===== src/rtl/vga_mem_arbiter.sv =====
// vga_mem_arbiter: shares one single-port synchronous character RAM between
// the VGA text fetch (one read every 8 visible pixels, absolute priority) and
// a CPU port with a req/ack handshake.
// Optional build macro: VGA_ARB_STATS_EN adds a saturating CPU stall counter;
// without it conflict_cnt_o is tied to zero.
module vga_mem_arbiter #(
    parameter int H_VISIBLE = 640,
    parameter int V_VISIBLE = 480,
    parameter int COLS      = 80,
    parameter int MEM_DEPTH = 2400
) (
    input  logic        clk_i,
    input  logic        reset_n_i,
    input  logic [9:0]  h_count_i,
    input  logic [9:0]  v_count_i,
    input  logic        cpu_req_i,
    input  logic        cpu_we_i,
    input  logic [11:0] cpu_addr_i,
    input  logic [7:0]  cpu_wdata_i,
    output logic        cpu_ack_o,
    output logic [7:0]  cpu_rdata_o,
    output logic [11:0] mem_addr_o,
    output logic        mem_we_o,
    output logic [7:0]  mem_wdata_o,
    input  logic [7:0]  mem_rdata_i,
    output logic [7:0]  char_o,
    output logic        char_valid_o,
    output logic [15:0] conflict_cnt_o
);

    localparam logic [10:0] H_VIS_W = 11'(H_VISIBLE);
    localparam logic [10:0] V_VIS_W = 11'(V_VISIBLE);
    localparam logic [11:0] COLS_W  = 12'(COLS);
    localparam logic [12:0] DEPTH_W = 13'(MEM_DEPTH);

    typedef enum logic [1:0] {
        IDLE    = 2'd0,
        CPU_RD  = 2'd1,
        CPU_ACK = 2'd2
    } state_t;

    state_t      state_q;
    state_t      state_d;
    logic        slot;
    logic        grant;
    logic        addr_ok;
    logic        rd_oor_q;
    logic        slot_q;
    logic [11:0] slot_addr;
    logic [7:0]  rdata_q;
    logic [7:0]  char_q;
    logic [7:0]  rd_value;

    // A slot is the first pixel of each visible character cell.
    assign slot = (h_count_i[2:0] == 3'd0)
               && ({1'b0, h_count_i} < H_VIS_W)
               && ({1'b0, v_count_i} < V_VIS_W);

    // Character cell index: text row (16 lines per row) times COLS plus column.
    assign slot_addr = 12'(v_count_i[9:4]) * COLS_W + 12'(h_count_i[9:3]);

    assign addr_ok = ({1'b0, cpu_addr_i} < DEPTH_W);

    // Next-state logic: CPU is granted only from IDLE and only outside a slot.
    always_comb begin
        state_d = state_q;
        grant   = 1'b0;
        case (state_q)
            IDLE: begin
                if (cpu_req_i && !slot) begin
                    grant   = 1'b1;
                    state_d = cpu_we_i ? CPU_ACK : CPU_RD;
                end
            end
            CPU_RD:  state_d = IDLE;
            CPU_ACK: state_d = IDLE;
            default: state_d = IDLE;
        endcase
    end

    // RAM port mux: CPU address only in a grant cycle, otherwise the slot address.
    always_comb begin
        mem_addr_o  = grant ? cpu_addr_i : slot_addr;
        mem_we_o    = grant && cpu_we_i && addr_ok && reset_n_i;
        mem_wdata_o = cpu_wdata_i;
    end

    // Out-of-range reads return zero instead of whatever the RAM produced.
    assign rd_value    = rd_oor_q ? 8'h00 : mem_rdata_i;
    assign cpu_ack_o   = (state_q == CPU_RD) || (state_q == CPU_ACK);
    assign cpu_rdata_o = (state_q == CPU_RD) ? rd_value : rdata_q;
    assign char_valid_o = slot_q;
    assign char_o       = slot_q ? mem_rdata_i : char_q;

    // FSM state register.
    always_ff @(posedge clk_i or negedge reset_n_i) begin
        if (!reset_n_i) begin
            state_q <= IDLE;
        end else begin
            state_q <= state_d;
        end
    end

    // Remember whether the granted access was out of range for the read return.
    always_ff @(posedge clk_i or negedge reset_n_i) begin
        if (!reset_n_i) begin
            rd_oor_q <= 1'b0;
        end else if (grant) begin
            rd_oor_q <= !addr_ok;
        end
    end

    // Hold the last CPU read data after its ack cycle.
    always_ff @(posedge clk_i or negedge reset_n_i) begin
        if (!reset_n_i) begin
            rdata_q <= 8'h00;
        end else if (state_q == CPU_RD) begin
            rdata_q <= rd_value;
        end
    end

    // Track the slot one cycle back so the fetched character can be presented.
    always_ff @(posedge clk_i or negedge reset_n_i) begin
        if (!reset_n_i) begin
            slot_q <= 1'b0;
            char_q <= 8'h00;
        end else begin
            slot_q <= slot;
            if (slot_q) begin
                char_q <= mem_rdata_i;
            end
        end
    end

`ifdef VGA_ARB_STATS_EN
    logic        stall;
    logic [15:0] conflict_q;

    assign stall = (state_q == IDLE) && cpu_req_i && slot;

    // Count cycles in which a CPU request lost to a VGA slot, saturating.
    always_ff @(posedge clk_i or negedge reset_n_i) begin
        if (!reset_n_i) begin
            conflict_q <= 16'h0000;
        end else if (stall && (conflict_q != 16'hFFFF)) begin
            conflict_q <= conflict_q + 16'd1;
        end
    end

    assign conflict_cnt_o = conflict_q;
`else
    assign conflict_cnt_o = 16'h0000;
`endif

endmodule


===== config.mk =====
export PLATFORM = sky130hd
export DESIGN_NAME = vga_mem_arbiter
export DESIGN_NICKNAME = d
export VERILOG_FILES = /design/src/rtl/vga_mem_arbiter.sv
export SDC_FILE = /design/constraint.sdc
export NUM_CORES = 1
export LEC_CHECK = 0
export ABC_AREA = 1
export CORE_ASPECT_RATIO = 0.75
export CORE_UTILIZATION = 39
export DETAILED_ROUTE_END_ITERATION = 10
export PLACE_DENSITY = 0.95
export SLEW_MARGIN = 20
export SYNTH_ARGS = -nofsm -noshare
export SYNTH_HDL_FRONTEND = slang
export SYNTH_SLANG_ARGS = --single-unit

===== constraint.sdc =====
create_clock -name clk_i -period 4.3 [get_ports clk_i]
set_input_delay 0.645 -clock clk_i [delete_from_list [all_inputs] [get_ports clk_i]]
set_output_delay 0.645 -clock clk_i [all_outputs]
set_load 0.1 [all_outputs]

==> run metrics, run 1 <==
Hold Slack 475 ps; crit share post-route 87.5%; row cnt 19; Root Driver clkbuf_8; DRT antenna net count 0; core area 0.00383 mm2; Worst Tran Pin Value 988 ps; Fillers 324; synth top area cells dfrtp_1, nand2_1, buf_4, ha_1, inv_1; final setup violating endpoints 0; via count 1,427; Starting Density 42.5%; TritonCTS Buffers 3; first-pass GRT wire length 5.93 mm; Critical R2R Capture rdata_q[5]; crit path to mem_addr_o[11]; PortBufs 70; Worst IR Drop VDD 0.389 mV; Overall Global Routing Usage 17.0%; ys async rst share 100%; Die H 57.9 um; Post-CTS Hold Buffers 0; Ports 107; post-synthesis register bit count 20; fraction of layout cells with a size suffix above 1 18.0%; status complete, no violations; ant diodes 0; CP Class in -> out; Setup Skew 0.661 ps; Worst EP required 3650 ps; htree depth 1; Tmin final 3760 ps; cell taking the most area after synthesis dfrtp_1; DRC Markers 0; detailed-route wire length 3.69 mm; Worst R2R Start state_q[1]; Worst Hold Class reg -> reg; post-synthesis cell area 0.00163 mm2; FMAX 266 MHz; DR WL/cell 11.6 um; Final #Nets 334; Leakage 0.00116 uW; Initial DRC Count 44; TritonRoute pass-1 iters 4; Unique masters post-synth 33; Top FF cell, synth dfrtp_1; unrepaired setup endpoints after global routing no; synth-to-layout area growth 39.5%; vias in the first global route 1,302; Synth top area share 30.8%; Critical Path End Type output port; RePlAce Congestion 0.833; R2R Setup Slk 2950 ps; crit path from v_count_i[5]; Final Hold Vio Count 0; cell depth of the worst flop-to-flop path 4; slew margin rel. 33.9%; Worst EP arrival 3120 ps; PD cells 673 mW/mm2; largest net degree at the start of global routing 22; CTS resizes 0; DP HPWL 3.10 mm; total congestion overflow 0; max capacitance violation total 0; latest clock arrival within the worst-skew pair 250 ps; post-synthesis sequential area ratio 30.8%; Post-Route Setup TNS 0 ps; Clock Pin Slew Worst Setup and Hold Paths 70 ps; Multi-input gate area 853 um2; Startpoint Class input pin; critical-path maximum fanout 4; initial antenna violation count 0; post-CTS setup-driven buffer insertion count 0; syn_area_per_cell 7.97 um2; Post-synth EDFFs 0; Syn. warnings 0; clock sinks 20; Vias/cell 4.49; Slew Limit Fails 0; CTS tree yes; Clock Tree Buf Depth 2; Horiz. Die Dim 76.5 um; cells after synthesis 204; register area 500 um2; Die Area 0.00443 mm2
metal layers:
layer / GRT usage [%] / up-vias / wire length [um]
li1: - / 735 / -
met1: 21.0 / 642 / 1590
met3: 3.46 / 4 / 155
met2: 30.4 / 46 / 1910
met4: 4.67 / 0 / 38
met5: 0 / - / 0
cell type report:
| cell class | instances | area share [%] |
|---|---|---|
| Inverter | 28 | 4.75 |
| Multi-Input combinational cell | 143 | 37.6 |
| Clock buffer | 4 | 2.43 |
| Tap cell | 52 | 2.87 |
| Sequential cell | 20 | 22.1 |
| Timing Repair Buffer | 71 | 30.2 |
worst min path at each step:
stage / startpoint / endpoint / slack, ps / cells past startpoint
3_5_place_dp: state_q[1] / state_q[1] / 460 / 2
2_1_floorplan: reset_n_i / char_q[0] / 350 / 0
4_1_cts: state_q[1] / state_q[1] / 480 / 2
5_1_grt: state_q[1] / state_q[1] / 500 / 2
6_report: state_q[1] / state_q[1] / 480 / 2
3_3_place_gp: state_q[1] / state_q[1] / 460 / 2
state kept, by name, indices dropped and copies added, names as in the netlist:
signal        count
rd_oor_q          1
state_q           2
char_valid_o      1
rdata_q           8
char_q            8
worst max-delay path, cell delays in order:
cell and delay [ps]:
clkdlybuf4s50_1 600, ha_1 270, ha_1 230, fa_1 560, nand2_1 70, inv_1 50
nand2_1 80, nor2_2 130, nand2_1 60, nand2_1 50, nand3_1 60, nand2_1 120
buf_12 180
layout by cell type, fill, tap and decap left out, types with 2 or more instances in the layout:
cell type / n
o22ai_1: 3
nand4_1: 3
conb_1: 16
mux2_2: 5
o21ai_0: 9
nor2_1: 7
o21ai_1: 2
buf_12: 4
nand3_1: 15
clkdlybuf4s50_1: 41
inv_1: 27
xnor2_1: 2
a21oi_1: 4
buf_4: 26
clkbuf_8: 4
nand2_1: 50
dfrtp_1: 20
ha_1: 13
fa_1: 2
synthesized netlist by cell type (all sizes together), types with 2 or more instances:
library cell and n:
dfrtp 20, nand3 16, inv 28, nor2 8, fa 2, ha 13, mux2 5, nand2 51
o22ai 3, o21ai 12, buf 27, nand4 4, a21oi 4, xnor2 3
power breakdown:
part	internal, uW	total (uW)	switching (uW)
clock	81.3	136	54.3
combinational	243	1120	881
sequential	249	266	17.1
total	573	1520	952
cell families (layout without fill, tap and decap cells):
kind of cell	count (synthesis)	count (layout)	share of synthesized area, %
xor gates and xnor gates	4	4	2.62
AOI/OAI and AO/OA	21	21	7.24
and+or+nand+nor	82	82	23.0
adders and majority gates	15	15	12.5
other	1	16	0.231
DFF	20	20	30.8
muxes	5	5	3.46
buffers and inverters	56	103	20.2
per-stage QoR:
stage	std cells	cell area, um2	worst slack, ps	util [%]	power (uW)
after floorplan	219	1680	19.7	-	1200
after global placement	314	2210	625	57.8	1380
after detailed placement	314	2210	577	57.8	1390
after CTS	318	2270	564	59.2	1530
after global routing	318	2270	458	59.2	1580
final	318	2270	535	59.2	1520
(Power assumes the default switching activity.)
==> run 2: changes to the inputs <==
- ABC_AREA: 1 -> default
- CORE_UTILIZATION: 39 -> 38
- CTS_CLUSTER_SIZE: default -> 28
==> run 2 against run 1 <==
Compared with the run above: non-clock buffer count unchanged; worst setup slack worse by 150 ps; global-route usage up 1.5 points; maximum frequency down 3.7%; largest cell class unchanged.
==> run metrics, run 2 <==
Synth top area share 32.9% (+2.1 points); syn_area_per_cell 8.79 um2 (+10%); Syn. warnings 0 (unchanged); synth cell count leaders nand2_1, buf_4, dfrtp_1, ha_1, inv_1; Crit path largest cell delay 510 ps (-90 ps); status complete, no violations; post-synthesis register bit count 20 (unchanged); most numerous cell in the Yosys netlist nand2_1; largest net degree at the start of global routing 22 (unchanged); Starting Density 40.7% (-1.7 points); largest registers char_q x8, rdata_q x8, state_q x2; combinational share of power 71.9% (-1.8 points); DP HPWL 3.04 mm (-1.7%); DR WL/cell 12.9 um (+11%); post-CTS setup-driven buffer insertion count 0 (unchanged); Tmin final 3910 ps (+145 ps); RePlAce Congestion 0.919 (+10%); row cnt 19 (unchanged); Startpoint Class input pin; Worst IR Drop VDD 0.503 mV (+29%); detailed-route wire length 3.69 mm (about the same); Worst Tran Pin Value 993 ps (+4.41 ps); Critical Path End Type output port; Leakage 0.00104 uW (-10%); unrepaired setup endpoints after global routing no; synth top area cells dfrtp_1, buf_4, ha_1, nand2_1, mux2_2; total congestion overflow 0 (unchanged); crit share post-route 90.9% (+3.4 points); PortBufs 70 (unchanged); latest clock arrival within the worst-skew pair 260 ps (about the same); cells after synthesis 173 (-15%); post-synthesis sequential area ratio 32.9% (+2.1 points); Final #Nets 303 (-9.3%); Slew Limit Fails 0 (unchanged); post-synthesis cell area 0.00152 mm2 (-6.5%); commonest non-fill, non-tap cells in the layout clkdlybuf4s50_1, nand2_1, dfrtp_1, buf_4, conb_1; part of the power in the clock network 11.5% (+2.6 points); Final Hold Vio Count 0 (unchanged); via count 1,336 (-6.4%); Ports 107 (unchanged); Post-synth EDFFs 0 (unchanged); most frequent CP cell ha_1; Post-Route Setup TNS 0 ps (unchanged); Clock Pin Slew Worst Setup and Hold Paths 70 ps (about the same); Seq pwr share 16.5% (-0.9 points); htree depth 1 (unchanged); synth-to-layout area growth 44.7%; DRT antenna net count 0 (unchanged); clock sinks 20 (unchanged); FMAX 256 MHz (-3.7%); worst path cell trace clkdlybuf4s50_1 > ha_1 > ha_1 > fa_1 > xor2_1 > nand3_1 > nor4_2 > xnor2_1 > a21oi_2 > buf_12; Setup Skew 4.50 ps (+3.84 ps); ys async rst share 100% (unchanged); Overall Global Routing Usage 18.5% (+1.5 points); CP Class in -> out; Worst EP arrival 3270 ps (+150 ps); final setup violating endpoints 0 (unchanged); final worst slack 390 ps (-145 ps); sw power 974 uW (+2.3%); Root Driver clkbuf_8; CTS resizes 0 (unchanged); Initial DRC Count 56 (+27%); Worst path slowest cell clkdlybuf4s50_1; cell taking the most area after synthesis dfrtp_1; initial antenna violation count 0 (unchanged); ant diodes 0 (unchanged); TritonCTS Buffers 3 (unchanged); CTS tree yes; Worst Hold Class reg -> reg; Post-Place Setup Slack 368 ps (-209 ps); most common cell after layout, fill and taps aside clkdlybuf4s50_1; Vias/cell 4.66 (+3.7%); Post-CTS Hold Buffers 0 (unchanged); Unique masters post-synth 32 (-3.0%); Top FF cell, synth dfrtp_1; slew margin rel. 33.6% (-0.29 points); PD cells 726 mW/mm2 (+7.9%); Sw Share 61.0% (-1.4 points); TritonRoute pass-1 iters 4 (unchanged); core area 0.00373 mm2 (-2.5%); Clock Tree Buf Depth 2 (unchanged); DRC Markers 0 (unchanged); Die H 56.8 um (-2.0%); vias in the first global route 1,297 (-0.38%); first-pass GRT wire length 5.93 mm (unchanged); Internal 622 uW (+8.7%); critical-path maximum fanout 4 (unchanged); Worst EP required 3650 ps (about the same); Horiz. Die Dim 75.0 um (-2.0%); fraction of layout cells with a size suffix above 1 16.6% (-1.4 points); Die Area 0.00426 mm2 (-3.9%); max capacitance violation total 0 (unchanged)
==> run 2: cell count changes in the layout (fill, tap and decap cells not counted), moves of 3 or more <==
cell,change
xnor2_1,+4
mux2_2,+3
o22ai_1,-3
clkdlybuf4s50_1,+7
nor2b_1,+3
inv_1,-15
a21oi_1,+4
buf_4,-6
nand3_1,-9
nand2_1,-19
==> run 2: metal layers <==
layer / vias to the layer above / routed length, um / track usage [%]
li1: 656 / - / -
met1: 618 / 1600 / 24.4
met2: 56 / 1850 / 30.4
met3: 6 / 193 / 4.13
met4: 0 / 46 / 4.31
met5: - / 0 / 0
==> run 2: final cells by class <==
type                            instances  area, um2
Inverter                               12       45.0
Timing Repair Buffer                   71        691
Clock buffer                            3       41.3
Fill cell                             337       1530
Clock inverter                          1       30.0
Multi-Input combinational cell        128        827
Sequential cell                        20        500
Tap cell                               52       65.1
==> run 2: power by group through the flow <==
stage,logic [uW],registers (uW),clock network (uW)
2_1_floorplan,951,265,0
5_1_grt,1190,269,197
3_3_place_gp,1140,264,0
6_report,1150,264,184
3_5_place_dp,1150,268,0
4_1_cts,1150,265,189
==> run 2: cells by family (layout without fill, tap and decap cells) <==
kind of cell | after synthesis | in the layout | share of synthesized area, %
AO/OA/AOI/OAI | 27 | 27 | 10.3
XOR/XNOR | 8 | 8 | 4.61
adder cells (fa/ha/maj) | 15 | 15 | 13.3
buffers and inverters | 40 | 87 | 16.4
flip-flops | 20 | 20 | 32.9
multiplexers | 8 | 8 | 5.93
other | 1 | 16 | 0.247
AND/OR/NAND/NOR | 54 | 54 | 16.3
==> run 2: worst max-delay path: cells and delay by family <==
kind                       cells  cell delay (ps)
AOI/OAI and AO/OA              1              200
and+or+nand+nor                2              340
xor gates and xnor gates       2              390
adders and majority gates      3              980
buffers and inverters          2              710
==> run 2: path summary, 6_finish.rpt <==
path	endpoint	start	cells past startpoint	slack, ps
min in group asynchronous	rdata_q[0]	reset_n_i	2	730
max reg2reg	rdata_q[6]	state_q[1]	5	2580
max	mem_addr_o[11]	v_count_i[5]	10	390
max in group asynchronous	char_q[4]	reset_n_i	2	3360
min reg2reg	char_q[1]	char_q[1]	1	500
min	char_q[1]	char_q[1]	1	500
==> run 2: through the flow <==
step	power (uW)	hold WS [ps]	instances	instance area (um2)	utilization [%]
after floorplan	1220	349	188	1580	-
after global placement	1400	479	283	2130	57.0
after detailed placement	1420	492	283	2130	57.0
after CTS	1610	508	287	2200	58.9
after global routing	1660	528	287	2200	58.9
final	1600	504	287	2200	58.9
==> run 3: changes to the inputs <==
--- a/config.mk
+++ b/config.mk
@@ -6,4 +6,5 @@
 export NUM_CORES = 1
 export LEC_CHECK = 0
+export ABC_CLOCK_PERIOD_IN_PS = 4300
 export CORE_ASPECT_RATIO = 0.75
 export CORE_UTILIZATION = 38
==> constraint.sdc (replaced) <==
create_clock -name clk_i -period 4.3 [get_ports clk_i]
set_input_delay 0.645 -clock clk_i [delete_from_list [all_inputs] [get_ports clk_i]]
set_output_delay 0.645 -clock clk_i [all_outputs]
set_load 0.02 [all_outputs]
==> run 3 against run 2 <==
Compared with the run above: via count fell by 1.6%; combinational power shrank 52%; non-clock buffer count up 1; final cell count grew 0.35%; die area unchanged; worst setup slack got worse by 250 ps; critical path type unchanged; highest routed layer unchanged.
==> run metrics, run 3 (same netlist as run 2, synthesis figures left out) <==
status complete, no violations; TritonCTS Buffers 3 (unchanged); unrepaired setup endpoints after global routing no; htree depth 1 (unchanged); FMAX 240 MHz (-6.0%); core area 0.00373 mm2 (unchanged); Worst path slowest cell clkdlybuf4s50_1; synth-to-layout area growth 46.3%; Worst EP arrival 3520 ps (+250 ps); R2R Setup Slk 2650 ps (+70 ps); DRC Markers 0 (unchanged); Overall Global Routing Usage 17.9% (-0.62 points); WHS Path Cells 1 (unchanged); Starting Density 40.7% (unchanged); Worst Tran Pin Value 600 ps (-393 ps); Slew Limit Fails 0 (unchanged); PortBufs 70 (unchanged); DRT antenna net count 0 (unchanged); commonest non-fill, non-tap cells in the layout clkdlybuf4s50_1, nand2_1, dfrtp_1; cell depth of the worst flop-to-flop path 5 (unchanged); detailed-route wire length 3.57 mm (-3.2%); ant diodes 0 (unchanged); row cnt 19 (unchanged); via count 1,315 (-1.6%); worst path cell trace clkdlybuf4s50_1 > ha_1 > ha_1 > fa_1 > a21o_2 > a21oi_1 > xnor2_1 > xnor2_1 > a21oi_2 > clkdlybuf4s50_1; Initial DRC Count 61 (+8.9%); Die Area 0.00426 mm2 (unchanged); RePlAce Congestion 0.905 (-1.5%); total congestion overflow 0 (unchanged); Final Hold Vio Count 0 (unchanged); Worst Hold Class reg -> reg; Worst R2R Start state_q[1]; final setup violating endpoints 0 (unchanged); CTS tree yes; fraction of layout cells with a size suffix above 1 7.63% (-9.0 points); critical-path maximum fanout 4 (unchanged); CP Class in -> out; post-CTS setup-driven buffer insertion count 0 (unchanged); Hold Slack 498 ps (-5.77 ps); Vias/cell 4.57 (-1.9%); Horiz. Die Dim 75.0 um (unchanged); Tmin final 4160 ps (+252 ps); slew margin rel. 59.9% (+26 points); Critical Path End Type output port; clock sinks 20 (unchanged); Startpoint Class input pin; final core utilization 59.6% (+0.67 points); max capacitance violation total 0 (unchanged); Worst IR Drop VDD 0.298 mV (-41%); Post-CTS Hold Buffers 0 (unchanged); DR WL/cell 12.4 um (-3.5%); CTS resizes 0 (unchanged); latest clock arrival within the worst-skew pair 250 ps (about the same); hold endpoint char_q[2]; Die H 56.8 um (unchanged); Root Driver clkbuf_8; vias in the first global route 1,302 (+0.39%); Crit path largest cell delay 620 ps (+110 ps); Final #Nets 304 (+0.33%); initial antenna violation count 0 (unchanged); Worst EP required 3650 ps (about the same); Critical R2R Capture rdata_q[6]; first-pass GRT wire length 5.77 mm (-2.8%); largest registers char_q x8, rdata_q x8, state_q x2; Leakage 0.00101 uW (-3.4%); most common cell after layout, fill and taps aside clkdlybuf4s50_1; largest net degree at the start of global routing 22 (unchanged); Ports 107 (unchanged); TritonRoute pass-1 iters 4 (unchanged); worst hold start char_q[2]; PD cells 449 mW/mm2 (-38%); DP HPWL 2.91 mm (-4.3%); crit share post-route 96.8% (+5.9 points); Clock Pin Slew Worst Setup and Hold Paths 70 ps (about the same); Clock Tree Buf Depth 2 (unchanged); Post-Route Setup TNS 0 ps (unchanged); Setup Skew 2.93 ps (-1.58 ps)
==> run 3: critical path, delay by kind of cell <==
family                   cells  cell delay [ps]
buffers and inverters        2             1120
adder cells (fa/ha/maj)      3              960
AO/OA/AOI/OAI                3              530
XOR/XNOR                     2              250
==> run 3: power by group <==
| group | switching (uW) | internal [uW] | leakage, uW |
|---|---|---|---|
| registers | 18.6 | 245 | 0.000252 |
| logic | 292 | 261 | 0.000720 |
| clock network | 58.8 | 124 | 0.0000357 |
==> run 3: worst max-delay path by stage <==
stage,cells after the start,from,slack (ps),end
5_1_grt,10,v_count_i[5],20,mem_addr_o[11]
4_1_cts,10,v_count_i[5],120,mem_addr_o[11]
3_5_place_dp,10,v_count_i[5],130,mem_addr_o[11]
6_report,10,v_count_i[5],140,mem_addr_o[11]
2_1_floorplan,8,v_count_i[5],1240,mem_addr_o[11]
3_3_place_gp,10,v_count_i[5],170,mem_addr_o[11]
==> run 3: stage by stage <==
stage | power, uW | setup slack (ps) | area [um2] | instances
after floorplan | 589 | 1240 | 1580 | 188
after global placement | 806 | 169 | 2150 | 284
after detailed placement | 822 | 130 | 2150 | 284
after CTS | 1010 | 125 | 2220 | 288
after global routing | 1060 | 19.8 | 2220 | 288
final | 999 | 138 | 2220 | 288
==> run 3: area by class of cell <==
cell class,count,area (um2)
flip-flops and latches,20,500
clock inverters,1,30.0
fillers,318,1510
multi-input cells,128,827
inverters,12,45.0
well taps,52,65.1
clock buffers,3,41.3
repair buffers,72,716
==> run 3: metal layers <==
layer  global-route usage (%)  share of wire, %
met3                     3.95               5.2
met5                        0                 0
met2                     30.8                51
met1                     23.3                44
met4                     2.16              0.11
